File: src/rtl/id_ex_stage_reg.sv
// ID/EX pipeline register with load-use hazard detection, stall/flush handling
// and a saturating count of inserted load-use bubbles.
module id_ex_stage_reg #(
  parameter int DATA_W  = 32,
  parameter int REG_W   = 5,
  parameter int ALUOP_W = 4,
  parameter int CNT_W   = 16
) (
  input  logic               i_clk,
  input  logic               reset,
  input  logic               i_stall,
  input  logic               i_flush,
  input  logic               i_valid,
  input  logic [DATA_W-1:0]  i_pc_plus4,
  input  logic [DATA_W-1:0]  i_rs_data,
  input  logic [DATA_W-1:0]  i_rt_data,
  input  logic [DATA_W-1:0]  i_imm_ext,
  input  logic [REG_W-1:0]   i_rs,
  input  logic [REG_W-1:0]   i_rt,
  input  logic               i_uses_rt,
  input  logic [REG_W-1:0]   i_dest,
  input  logic               i_reg_write,
  input  logic               i_mem_read,
  input  logic               i_mem_write,
  input  logic               i_mem_to_reg,
  input  logic               i_alu_src,
  input  logic               i_branch,
  input  logic [ALUOP_W-1:0] i_alu_op,
  output logic               o_valid,
  output logic [DATA_W-1:0]  o_pc_plus4,
  output logic [DATA_W-1:0]  o_rs_data,
  output logic [DATA_W-1:0]  o_rt_data,
  output logic [DATA_W-1:0]  o_imm_ext,
  output logic [REG_W-1:0]   o_rs,
  output logic [REG_W-1:0]   o_rt,
  output logic [REG_W-1:0]   o_dest,
  output logic               o_reg_write,
  output logic               o_mem_read,
  output logic               o_mem_write,
  output logic               o_mem_to_reg,
  output logic               o_alu_src,
  output logic               o_branch,
  output logic [ALUOP_W-1:0] o_alu_op,
  output logic               o_hazard_stall,
  output logic [CNT_W-1:0]   o_bubble_count
);

  logic               r_valid;
  logic [DATA_W-1:0]  r_pc_plus4;
  logic [DATA_W-1:0]  r_rs_data;
  logic [DATA_W-1:0]  r_rt_data;
  logic [DATA_W-1:0]  r_imm_ext;
  logic [REG_W-1:0]   r_rs;
  logic [REG_W-1:0]   r_rt;
  logic [REG_W-1:0]   r_dest;
  logic               r_reg_write;
  logic               r_mem_read;
  logic               r_mem_write;
  logic               r_mem_to_reg;
  logic               r_alu_src;
  logic               r_branch;
  logic [ALUOP_W-1:0] r_alu_op;
  logic [CNT_W-1:0]   r_bubble_count;

  logic w_dest_nonzero;
  logic w_dest_match;
  logic w_hazard;
  logic w_cnt_sat;

  // A load in EX whose result is needed by ID cannot be forwarded in time;
  // writes to $0 are discarded, so they never create a dependency.
  assign w_dest_nonzero = (r_dest != '0);
  assign w_dest_match   = (r_dest == i_rs) | (i_uses_rt & (r_dest == i_rt));
  assign w_hazard       = r_valid & r_mem_read & w_dest_nonzero & w_dest_match;
  assign w_cnt_sat      = &r_bubble_count;

  // NOTE: sequential state uses non-blocking assignments so every register
  // samples pre-edge values regardless of statement order.
  always_ff @(posedge i_clk or posedge reset) begin
    if (reset) begin
      r_valid        <= 1'b0;
      r_pc_plus4     <= '0;
      r_rs_data      <= '0;
      r_rt_data      <= '0;
      r_imm_ext      <= '0;
      r_rs           <= '0;
      r_rt           <= '0;
      r_dest         <= '0;
      r_reg_write    <= 1'b0;
      r_mem_read     <= 1'b0;
      r_mem_write    <= 1'b0;
      r_mem_to_reg   <= 1'b0;
      r_alu_src      <= 1'b0;
      r_branch       <= 1'b0;
      r_alu_op       <= '0;
      r_bubble_count <= '0;
    end else if (i_flush) begin
      // Squash wins over a global hold; data fields are don't-care once invalid.
      r_valid      <= 1'b0;
      r_reg_write  <= 1'b0;
      r_mem_read   <= 1'b0;
      r_mem_write  <= 1'b0;
      r_mem_to_reg <= 1'b0;
      r_alu_src    <= 1'b0;
      r_branch     <= 1'b0;
      r_alu_op     <= '0;
    end else if (!i_stall) begin
      if (w_hazard) begin
        r_valid      <= 1'b0;
        r_reg_write  <= 1'b0;
        r_mem_read   <= 1'b0;
        r_mem_write  <= 1'b0;
        r_mem_to_reg <= 1'b0;
        r_alu_src    <= 1'b0;
        r_branch     <= 1'b0;
        r_alu_op     <= '0;
        if (!w_cnt_sat) begin
          r_bubble_count <= r_bubble_count + 1'b1;
        end
      end else begin
        r_valid      <= i_valid;
        r_pc_plus4   <= i_pc_plus4;
        r_rs_data    <= i_rs_data;
        r_rt_data    <= i_rt_data;
        r_imm_ext    <= i_imm_ext;
        r_rs         <= i_rs;
        r_rt         <= i_rt;
        r_dest       <= i_dest;
        r_reg_write  <= i_valid & i_reg_write;
        r_mem_read   <= i_valid & i_mem_read;
        r_mem_write  <= i_valid & i_mem_write;
        r_mem_to_reg <= i_valid & i_mem_to_reg;
        r_alu_src    <= i_valid & i_alu_src;
        r_branch     <= i_valid & i_branch;
        r_alu_op     <= i_valid ? i_alu_op : '0;
      end
    end
  end

  assign o_valid        = r_valid;
  assign o_pc_plus4     = r_pc_plus4;
  assign o_rs_data      = r_rs_data;
  assign o_rt_data      = r_rt_data;
  assign o_imm_ext      = r_imm_ext;
  assign o_rs           = r_rs;
  assign o_rt           = r_rt;
  assign o_dest         = r_dest;
  assign o_reg_write    = r_reg_write;
  assign o_mem_read     = r_mem_read;
  assign o_mem_write    = r_mem_write;
  assign o_mem_to_reg   = r_mem_to_reg;
  assign o_alu_src      = r_alu_src;
  assign o_branch       = r_branch;
  assign o_alu_op       = r_alu_op;
  assign o_hazard_stall = w_hazard;
  assign o_bubble_count = r_bubble_count;

endmodule
File: config.mk
export PLATFORM = sky130hd
export DESIGN_NAME = id_ex_stage_reg
export DESIGN_NICKNAME = d
export VERILOG_FILES = /design/src/rtl/id_ex_stage_reg.sv
export SDC_FILE = /design/constraint.sdc
export NUM_CORES = 1
export LEC_CHECK = 0
export BUFFER_PORTS_ARGS = -buffer_cell sky130_fd_sc_hd__buf_2
export CORE_MARGIN = 4
export CORE_UTILIZATION = 46
export CTS_CLUSTER_SIZE = 25
export DETAILED_ROUTE_END_ITERATION = 7
export GPL_TIMING_DRIVEN = 0
export MAX_ROUTING_LAYER = met4
export PLACE_DENSITY = 0.87
export SETUP_SLACK_MARGIN = 0.15
export SLEW_MARGIN = 10
export SYNTH_ARGS = -nofsm -noshare
export SYNTH_HDL_FRONTEND = slang
export SYNTH_SLANG_ARGS = --single-unit
File: constraint.sdc
create_clock -name i_clk -period 5.3 [get_ports i_clk]
set_input_delay 0.265 -clock i_clk [delete_from_list [all_inputs] [get_ports i_clk]]
set_output_delay 0.265 -clock i_clk [all_outputs]
set_load 0.03 [all_outputs]
**Word-level counts from Yosys, hierarchy flattened**

Cells that the tools add are included.

- Register bits after elaboration: 170
- Input port bits: 159
- Output and inout port bits: 171
- Word-level logic and storage cells: 64

- $add $sub $neg: 1
- Eq/ne operators: 3
- Mux-type cells: 25
- Bitwise gates (word level): 15
- Reductions and logical operators: 4

Operators by type and width:

| kind | number |
|---|---|
| two-way mux 1 bit | 21 |
| adder 16 x 1 -> 16 bit (second input constant) | 1 |
| two-way mux 4 bit | 4 |
| AND reduction 16 bit | 1 |
| bitwise AND 1 bit | 10 |
| == test 5 bit | 2 |
| nonzero test 5 bit | 1 |
| NOT 1 bit | 4 |
| AND reduction 4 bit | 1 |
| AND reduction 3 bit | 1 |
| inequality test 2 x 1 -> 1 bit (second input constant) | 1 |
| OR 1 bit | 1 |

**Logic depth before layout (Yosys ltp)**

Gate-level depths: netlist (run 1).

- Word-level depth: 7
- Gate-level depth with buffers: 8

**Least setup slack after synthesis (run 1)**

No wires, ideal clock.

- Path type: register -> register
- Start: register r_bubble_count[0] (netlist: o_bubble_count[0])
- End: register r_bubble_count[1] (netlist: o_bubble_count[1])
- Library setup time: 125 ps
- Data arrival time: 2008 ps
- Path slack: 3167 ps
- Stages on the path, launching flop included: 7
- Clock period less this slack: 2133 ps
- Cell sequence: dfrtp_1 ha_1 nand4_1 or4_1 and3_1 nand2_1 mux2_2

- Word-level cells in the longest chain between the ends: 3
- Elaborated cells on any way between the ends: 4
- Those cells by class: 1 x add/sub; 1 x bitwise; 2 x reduce/logical

RTL lines:

| what | RTL line | text |
|---|---|---|
| from (decl) | 63 | `logic [CNT_W-1:0] r_bubble_count;` |
| from (signal assigned) | 118 | `r_bubble_count <= r_bubble_count + 1'b1;` |
| branches (longest 3 deep; another with adder 16 x 1 -> 16 bit) | -- |  |

Parallel ways; which one is timed is not known.
A chain may end at the register's enable or synchronous reset.

**Worst setup path in the final report (run 1)**

- Start: register r_dest[3] (netlist: o_dest[3])
- End: output o_hazard_stall

- Word-level cells in the longest chain between the ends: 4
- Elaborated cells on any way between the ends: 7
- Those cells by class: 2 x eq/ne; 4 x bitwise; 1 x reduce/logical

RTL lines:

| what | RTL line | text |
|---|---|---|
| from (decl) | 55 | `logic [REG_W-1:0] r_dest;` |
| from (signal assigned) | 128 | `r_dest <= i_dest;` |
| == test 5 bit | 73 | `assign w_dest_match = (r_dest == i_rs) \| (i_uses_rt & (r_dest == i_rt));` |
| bitwise AND 1 bit | 73 |  |
| OR 1 bit | 73 |  |
| bitwise AND 1 bit * | 74 | `assign w_hazard = r_valid & r_mem_read & w_dest_nonzero & w_dest_match;` |
| to (decl) | 44 | `output logic o_hazard_stall,` |

Every way passes the cells marked *; elsewhere a longest branch is shown, timed or not.

==> results.toml, run 1 <==
[worst_setup_path]
r2r_setup_slack_ps = 3100
crit_slowest_cell = "dfrtp_1"
start_kind = "flop"
crit_type = "reg2out"
crit_arrival_ps = 2410
cpPeakStageDelay_ps = 460
crit_path_end_kind = "primary output"
crit_path_cell_trace = "xnor2_1 > nand4_1 > o22ai_2 > clkbuf_1 > and2_1 > buf_2"
cp.required_ps = 5040
reg2regPathDepth = 8
path_max_fanout = 10

[synth]
netlist.area_leader.share_pct = 61.9
yosys_most_used_dff = "dfrtp_1"
yosysSeqAreaShare_pct = 61.9
yosysWarnings = 0
synth_edf_count = 0
synthesis.area_mm2 = 0.00688
synth_area_per_cell_um2 = 16.0
ys_seq_elements = 170
ys_async_sr_fraction_pct = 100
synth_area_leader_cell = "dfrtp_1"
syn_inst = 430
synthTopCellsByArea = "dfrtp_1 62%, mux2_2 16%, mux2_4 11%"
ys_types = 31
syn_nets = 590

[pwr]
ir_drop_v = 0.000275
p_per_area_mw_per_mm2 = 400
power_leakage_nw = 4.73

[detailed_routing]
routed_wl_mm = 18.6
avgViaCountPerCell = 5.00
drc_errors = 0
routedWlPerCell_um = 19.0
drt.antenna.violating_nets = 0
route.vias.total = 4884
dr.first_iter.drc_count = 173
drt_pass1_iterations = 4

[clocking]
postCtsResizedCells = 0
clk_pin_slew_ps = 70
cts_buffers = 17
cts_sinks = 170
cts_tree = "done"
clk_latency_ps = 410
clock-root-buffer = "clkbuf_16"
cts_setup_buffers = 0
clock_path_buffers = 2
h-tree-depth = 4

[worst_hold_path]
min_path_cells = 2
hold_path_class = "in2reg"

[sta]
rsz0062_at_grt = "false"
worst_clock_skew_ps = 12.2
layout_min_cycle_time_ps = 2680
fmaxAchievable_mhz = 374
fin_setup_tns_ps = 0
whs_ps = 74.0
maxSlewViolCount = 0
period_share_pct = 50.5
maxSlewHeadroom_pct = 65.2
finalHoldViolations = 0
tightest_slew_ps = 522
setup_viol = 0

[floorplanning]
initial_core_util_pct = 47.1
dieWidth_um = 130
pin_count = 330
dieArea_mm2 = 0.0170
die_height_um = 130
core-area_mm2 = 0.0146
row_count = 44

[cells_and_area]
multi_input_area_mm2 = 0.00246
final_area_mm2 = 0.00943
drive_gt1_share_pct = 66.8
antenna_cells = 0
seq_area_mm2 = 0.00425
fill_cells = 1092
area.growth.synth_to_final_pct = 37.1
nNetsFinal = 940
stdcell_count = 977

[placed_design]
place_area_mm2 = 0.00879
dp.cells = 944
port_buffers = 329
place.gp.congestion = 0.803
post-dp-hpwl_mm = 14.1

[grt]
grt_pass1_wl_mm = 27.6
overflow = 0
grt_antenna_before_repair = 0
grt_pass1_vias = 5100
grt_max_degree = 106
gr-usage-all-layers_pct = 21.8

[job]
drv_cap = 0

[outcome]
status = "completed"
==> routing by layer <==
| metal | track usage (%) | up-vias | share of wire, % |
|---|---|---|---|
| met3 | 5.16 | 24 | 7.0 |
| met1 | 26.1 | 2407 | 39 |
| met2 | 36.9 | 205 | 52 |
| li1 | - | 2248 | - |
| met4 | 6.48 | 0 | 1.8 |
| met5 | - | - | 0 |
==> placed cells by master, fill, tap and decap left out, types with 2 or more instances in the layout <==
master	instances
inv_8	3
a21oi_1	2
nor2_1	5
buf_2	340
mux2_4	49
nand3_1	9
clkinv_4	4
dfrtp_1	170
clkbuf_8	2
inv_6	3
nor2b_1	2
and3_1	7
clkbuf_1	3
buf_6	7
and2_1	2
mux2_2	97
xnor2_1	22
bufinv_16	3
clkbuf_16	17
inv_1	2
a32o_1	10
nand2_1	8
nand4_1	9
==> path summary, 6_finish.rpt <==
check / endpoint / from
setup / recovery: o_hazard_stall / o_dest[3]
hold / removal: o_imm_ext[27] / i_imm_ext[27]
setup reg to reg: o_rt[1] / o_dest[3]
hold reg to reg: o_reg_write / o_reg_write
max in group asynchronous: o_rt[2] / reset
min in group asynchronous: o_rs_data[1] / reset
==> cells in the mapped netlist (2+ instances only) <==
cell type,instances
nor2_1,5
buf_6,7
a32o_1,10
mux2_2,97
and2_1,2
clkbuf_1,3
and3_1,7
a21oi_1,2
nand3_1,9
inv_1,3
xnor2_1,22
mux2_4,49
nand4_1,9
nor2b_1,2
dfrtp_1,170
nand2_1,8
buf_2,11
==> worst max-delay path: cells and delay by family (launching register included) <==
kind                   cells  cell delay, ps
AO/OA/AOI/OAI              1             330
flip-flops                 1             460
AND/OR/NAND/NOR            2             360
buffers and inverters      2             600
XOR/XNOR                   1             240
==> through the flow <==
| stage | setup WS [ps] | power, mW | utilization (%) |
|---|---|---|---|
| floorplan | 432 | 2.17 | - |
| global placement | -1400 | 2.46 | 60.0 |
| detailed placement | 3060 | 2.49 | 60.2 |
| CTS | 2570 | 3.81 | 64.6 |
| global route | 2420 | 3.93 | 64.6 |
| finish | 2620 | 3.77 | 64.6 |
==> layout make-up <==
cell class	count	area share [%]
timing repair buffer	331	17.9
tap	184	2.44
clock inverter	13	1.90
buffer	21	1.54
clock buffer	19	4.80
inverter	3	0.199
multi-input combinational	236	26.1
sequential	170	45.1
==> report_power, final <==
part | total, mW | internal (mW) | leakage (nW) | switching [mW]
combinational | 0.903 | 0.344 | 2.38 | 0.559
sequential | 1.56 | 1.46 | 2.05 | 0.0932
clock | 1.31 | 0.781 | 0.312 | 0.533
total | 3.77 | 2.59 | 4.73 | 1.18
==> what timing repair did <==
item / 4_1_cts / 5_1_grt
endpoints found under the hold margin: 65 / 0
hold buffers: 1 / 0
setup endpoints to repair: 0 / 0
==> cells by family (layout without fill, tap and decap cells) <==
family	after synthesis	in the layout	synth area share (%)
fa+ha+maj	1	1	0.182
flops	170	170	61.9
xor+xnor	22	22	2.80
compound gates	16	16	2.13
mux	147	147	26.7
simple gates	50	50	4.00
buf+inv	24	387	2.27
Power figures use the tool's default switching activity.
==> run 2: changes to the inputs <==
==> constraint.sdc (replaced) <==
create_clock -name i_clk -period 2.6 [get_ports i_clk]
set_input_delay 0.13 -clock i_clk [delete_from_list [all_inputs] [get_ports i_clk]]
set_output_delay 0.13 -clock i_clk [all_outputs]
set_load 0.03 [all_outputs]
==> run 2 against run 1 <==
Global-route usage increased by 7.7 points. Via count increased by 22%. Clock skew increased by 2.1 ps. Critical path depth unchanged. Clock power increased by 110%. Combinational power increased by 130%. Largest power group unchanged. Highest routed layer unchanged.
==> results.toml, run 2 (synthesized netlist as in run 1, its figures left out) <==
[placed_design]
place_area_mm2 = 0.00886
port_buffers = 329
place.gp.congestion = 0.794
post-dp-hpwl_mm = 14.2
dp.cells = 948

[detailed_routing]
drt_pass1_iterations = 4
route.vias.total = 5940
avgViaCountPerCell = 5.22
dr.first_iter.drc_count = 320
drt.antenna.violating_nets = 0
drc_errors = 0
routed_wl_mm = 24.6
routedWlPerCell_um = 21.6

[cells_and_area]
area.growth.synth_to_final_pct = 60.7
drive_gt1_share_pct = 56.2
stdcell_count = 1137
mostFrequentLayoutCell = "buf_2"
final_core_util_pct = 75.7
final_area_mm2 = 0.0110
nNetsFinal = 1097
layout_common_cells = "341 x buf_2, 170 x dfrtp_1, 154 x dlygate4sd3_1, 97 x mux2_2, 49 x mux2_4"

[sta]
fmaxAchievable_mhz = 428
maxSlewViolCount = 0
period_share_pct = 89.8
finalHoldViolations = 0
layout_min_cycle_time_ps = 2330
maxSlewHeadroom_pct = 65.1
setup_viol = 0
tightest_slew_ps = 523
rsz0062_at_grt = "false"
fin_setup_tns_ps = 0
worst_clock_skew_ps = 14.3

[clocking]
cts_sinks = 170
cts_buffers = 17
cts_setup_buffers = 0
cts_tree = "done"
clk_latency_ps = 430
clock_path_buffers = 2
clk_pin_slew_ps = 60
h-tree-depth = 4
clock-root-buffer = "clkbuf_16"

[floorplanning]
core-area_mm2 = 0.0146
pin_count = 330
die_height_um = 130
initial_core_util_pct = 47.1
row_count = 44
dieArea_mm2 = 0.0170
dieWidth_um = 130

[worst_setup_path]
start_kind = "flop"
path_max_fanout = 10
cp.required_ps = 2470
crit_type = "reg2out"
cpPeakStageDelay_ps = 460
crit_slowest_cell = "dfrtp_1"
crit_path_cell_trace = "xnor2_1 > nand3_1 > o22ai_4 > buf_2 > and2_1 > buf_2"
critPathTopFamily = "buffers and inverters"
crit_top_cell = "buf_2"
crit_path_end_kind = "primary output"
cp.buffers_inverters = 2
crit_arrival_ps = 2200

[grt]
grt_pass1_vias = 6671
gr-usage-all-layers_pct = 29.5
grt_pass1_wl_mm = 36.7
grt_antenna_before_repair = 1
overflow = 0
grt_max_degree = 39

[pwr]
ir_drop_v = 0.000458
power_leakage_nw = 5.40
finalPower_mw = 8.08
p_per_area_mw_per_mm2 = 731

[worst_hold_path]
hold_path_class = "in2reg"

[outcome]
status = "completed"

[job]
drv_cap = 0
run 2: layer usage:
| metal | vias up | global-route usage, % | part of all wire [%] |
|---|---|---|---|
| li1 | 2553 | - | - |
| met1 | 2956 | 29.7 | 34 |
| met2 | 329 | 52.1 | 53 |
| met3 | 102 | 8.10 | 7.7 |
| met4 | 0 | 15.6 | 5.0 |
| met5 | - | - | 0 |
run 2: timing repair:
item                       4_1_cts  5_1_grt
pin swaps                        0        1
setup endpoints to repair        1        1
hold endpoints to repair       225        0
hold buffers                   154        0
resized for setup                1        2
run 2: final timing paths:
kind,from,end,slack [ps],cells after the start
max,o_dest[3],o_hazard_stall,270,6
min,i_rs[4],o_rs[4],20,2
max reg2reg,o_dest[3],o_imm_ext[30],430,8
min reg2reg,o_branch,o_branch,490,1
max in group asynchronous,reset,o_rs_data[6],1450,6
min in group asynchronous,reset,o_imm_ext[0],210,3
run 2: metrics by stage:
step	setup slack [ps]	hold slack (ps)
final	266	16.0
after global routing	144	7.29
after CTS	208	7.37
after detailed placement	432	96.3
after global placement	-645	361
after floorplan	301	278
run 2: where the power goes:
| group | internal, mW | total [mW] | switching [mW] |
|---|---|---|---|
| sequential | 2.98 | 3.21 | 0.229 |
| clock | 1.65 | 2.75 | 1.10 |
| combinational | 0.866 | 2.12 | 1.25 |
run 2: area by class of cell:
class                   instances  area, um2
well taps                     184        230
fillers                       835       3540
inverters                       3       15.0
clock buffers                  19        443
plain buffers                  21        146
flip-flops and latches        170       4250
diodes                          3       7.51
clock inverters                13        189
repair buffers                488       3290
multi-input cells             236       2470
run 2: worst register-to-register path, delay by kind of cell, from the launching register on:
| kind | cells | cell delay, ps |
|---|---|---|
| xor gates and xnor gates | 1 | 200 |
| AOI/OAI and AO/OA | 2 | 430 |
| buffers and inverters | 3 | 510 |
| DFF | 1 | 460 |
| muxes | 1 | 320 |
| and+or+nand+nor | 1 | 140 |
==> run 3: changes to the inputs <==
==> constraint.sdc (replaced) <==
create_clock -name i_clk -period 2.6 [get_ports i_clk]
set_input_delay 0.26 -clock i_clk [delete_from_list [all_inputs] [get_ports i_clk]]
set_output_delay 0.26 -clock i_clk [all_outputs]
set_load 0.03 [all_outputs]
==> run 3 against run 2 <==
Power down 4.2%. Clock skew is 3.9 ps lower. Clock-buffer cell count unchanged. Register-to-register slack hardly changed. Global-route usage decreased by 7.2 points. Critical path depth did not move. Clock power fell by 2%. Worst setup slack better by 36 ps. Hold slack better by 48 ps. Design area down 14%. Non-clock buffer count decreased by 152. Largest cell class unchanged.
==> results.toml, run 3 (synthesized netlist as in run 1, its figures left out) <==
[outcome]
status = "completed"

[placed_design]
pre_cts_ws_ps = 419
place.gp.congestion = 0.794
post-dp-hpwl_mm = 14.2
port_buffers = 329
place_area_mm2 = 0.00886
dp.cells = 948

[worst_setup_path]
crit_path_cell_trace = "xnor2_1 > nand3_1 > o22ai_4 > clkbuf_4 > and2_1 > buf_2"
cp.depth = 6
start_kind = "flop"
critPathTopFamily = "flip-flops"
crit_arrival_ps = 2040
cp-endpoint = "o_hazard_stall"
r2r-start = "o_dest[3]"
cp.buffers_inverters = 2
cpPeakStageDelay_ps = 450
crit_slowest_cell = "dfrtp_1"
crit_type = "reg2out"
reg2reg_to = "o_imm_ext[12]"
r2r_setup_slack_ps = 420
crit_path_end_kind = "primary output"
path_max_fanout = 10
worstSetupStartpoint = "o_dest[3]"
reg2regPathDepth = 9
cp.required_ps = 2340

[pwr]
power_leakage_nw = 4.77
p_int_mw = 5.35
comb_power_share_pct = 24.1
ir_drop_v = 0.000540
finalPower_mw = 7.74
p_seq_share_pct = 41.0
p_sw_share_pct = 30.9
p_per_area_mw_per_mm2 = 812
p_switching_mw = 2.39
clock_power_share_pct = 35.0

[clocking]
cts_tree = "done"
clk_pin_slew_ps = 70
clock-root-buffer = "clkbuf_16"
clk_latency_ps = 420
cts_sinks = 170
clock_path_buffers = 2
h-tree-depth = 4
cts_buffers = 17

[floorplanning]
pin_count = 330
dieWidth_um = 130
initial_core_util_pct = 47.1
core-area_mm2 = 0.0146
dieArea_mm2 = 0.0170
row_count = 44
die_height_um = 130

[cells_and_area]
final_area_mm2 = 0.00952
stdcell_count = 984
drive_gt1_share_pct = 67.0
nNetsFinal = 945
layout_common_cells = "340 x buf_2, 170 x dfrtp_1, 97 x mux2_2, 49 x mux2_4, 22 x xnor2_1"
mostFrequentLayoutCell = "buf_2"
area.growth.synth_to_final_pct = 38.5
final_core_util_pct = 65.3

[sta]
fmaxAchievable_mhz = 435
setup_ws_ps = 302
finalHoldViolations = 0
period_share_pct = 88.4
maxSlewHeadroom_pct = 66.5
whs_ps = 63.6
maxSlewViolCount = 0
fin_setup_tns_ps = 0
worst_clock_skew_ps = 10.4
tightest_slew_ps = 502
setup_viol = 0
rsz0062_at_grt = "false"
layout_min_cycle_time_ps = 2300

[grt]
gr-usage-all-layers_pct = 22.4
grt_max_degree = 39
grtUsageMet2_pct = 39.4
overflow = 0
use_met1_pct = 23.9
grt_antenna_before_repair = 2
grt-busiest-layer = "met2"
grt_pass1_vias = 5331
grt_pass1_wl_mm = 28.0
gr-usage-met3_pct = 7.33

[detailed_routing]
avgViaCountPerCell = 5.06
drt.antenna.violating_nets = 0
drc_errors = 0
dr.first_iter.drc_count = 154
drt_pass1_iterations = 4
routedWlPerCell_um = 19.1
routed_wl_mm = 18.8
route.vias.total = 4980

[job]
drv_cap = 0

[worst_hold_path]
hold_path_class = "in2reg"
==> run 3: what timing repair did <==
item | CTS | global route
hold endpoints to repair | 8 | 0
setup endpoints to repair | 1 | 1
gates resized for setup | 3 | 0
hold buffers | 1 | 0
pin swaps | 0 | 1
setup buffers | 0 | 1
==> run 3: power groups by stage <==
stage | clock (mW) | combinational [mW] | sequential, mW
floorplan | 0 | 0.533 | 3.89
global placement | 0 | 1.81 | 3.19
detailed placement | 0 | 1.86 | 3.21
CTS | 2.77 | 1.88 | 3.17
global route | 2.88 | 1.96 | 3.21
finish | 2.70 | 1.86 | 3.17
==> run 3: layer usage <==
| metal | up-vias | part of all wire (%) | wire length, um |
|---|---|---|---|
| met5 | - | 0 | 0 |
| met4 | 0 | 1.7 | 322 |
| met3 | 27 | 8.3 | 1560 |
| met2 | 222 | 54 | 10200 |
| met1 | 2479 | 36 | 6750 |
| li1 | 2252 | - | - |
==> run 3: final cells by class <==
class | instances | area, um2
Clock buffer | 19 | 443
Tap cell | 184 | 230
Buffer | 21 | 149
Inverter | 3 | 15.0
Timing Repair Buffer | 336 | 1760
Antenna cell | 2 | 5.00
Sequential cell | 170 | 4250
Fill cell | 1074 | 5070
Multi-Input combinational cell | 236 | 2470
Clock inverter | 13 | 189
==> run 3: worst min path at each step <==
stage	from	depth (start not counted)	slack [ps]	to
3_3_place_gp	o_alu_op[2]	1	470	o_alu_op[2]
6_report	i_imm_ext[26]	2	60	o_imm_ext[26]
4_1_cts	i_imm_ext[26]	2	50	o_imm_ext[26]
5_1_grt	i_imm_ext[26]	2	40	o_imm_ext[26]
3_5_place_dp	reset	2	230	o_imm_ext[0]
2_1_floorplan	i_imm_ext[0]	1	410	o_imm_ext[0]
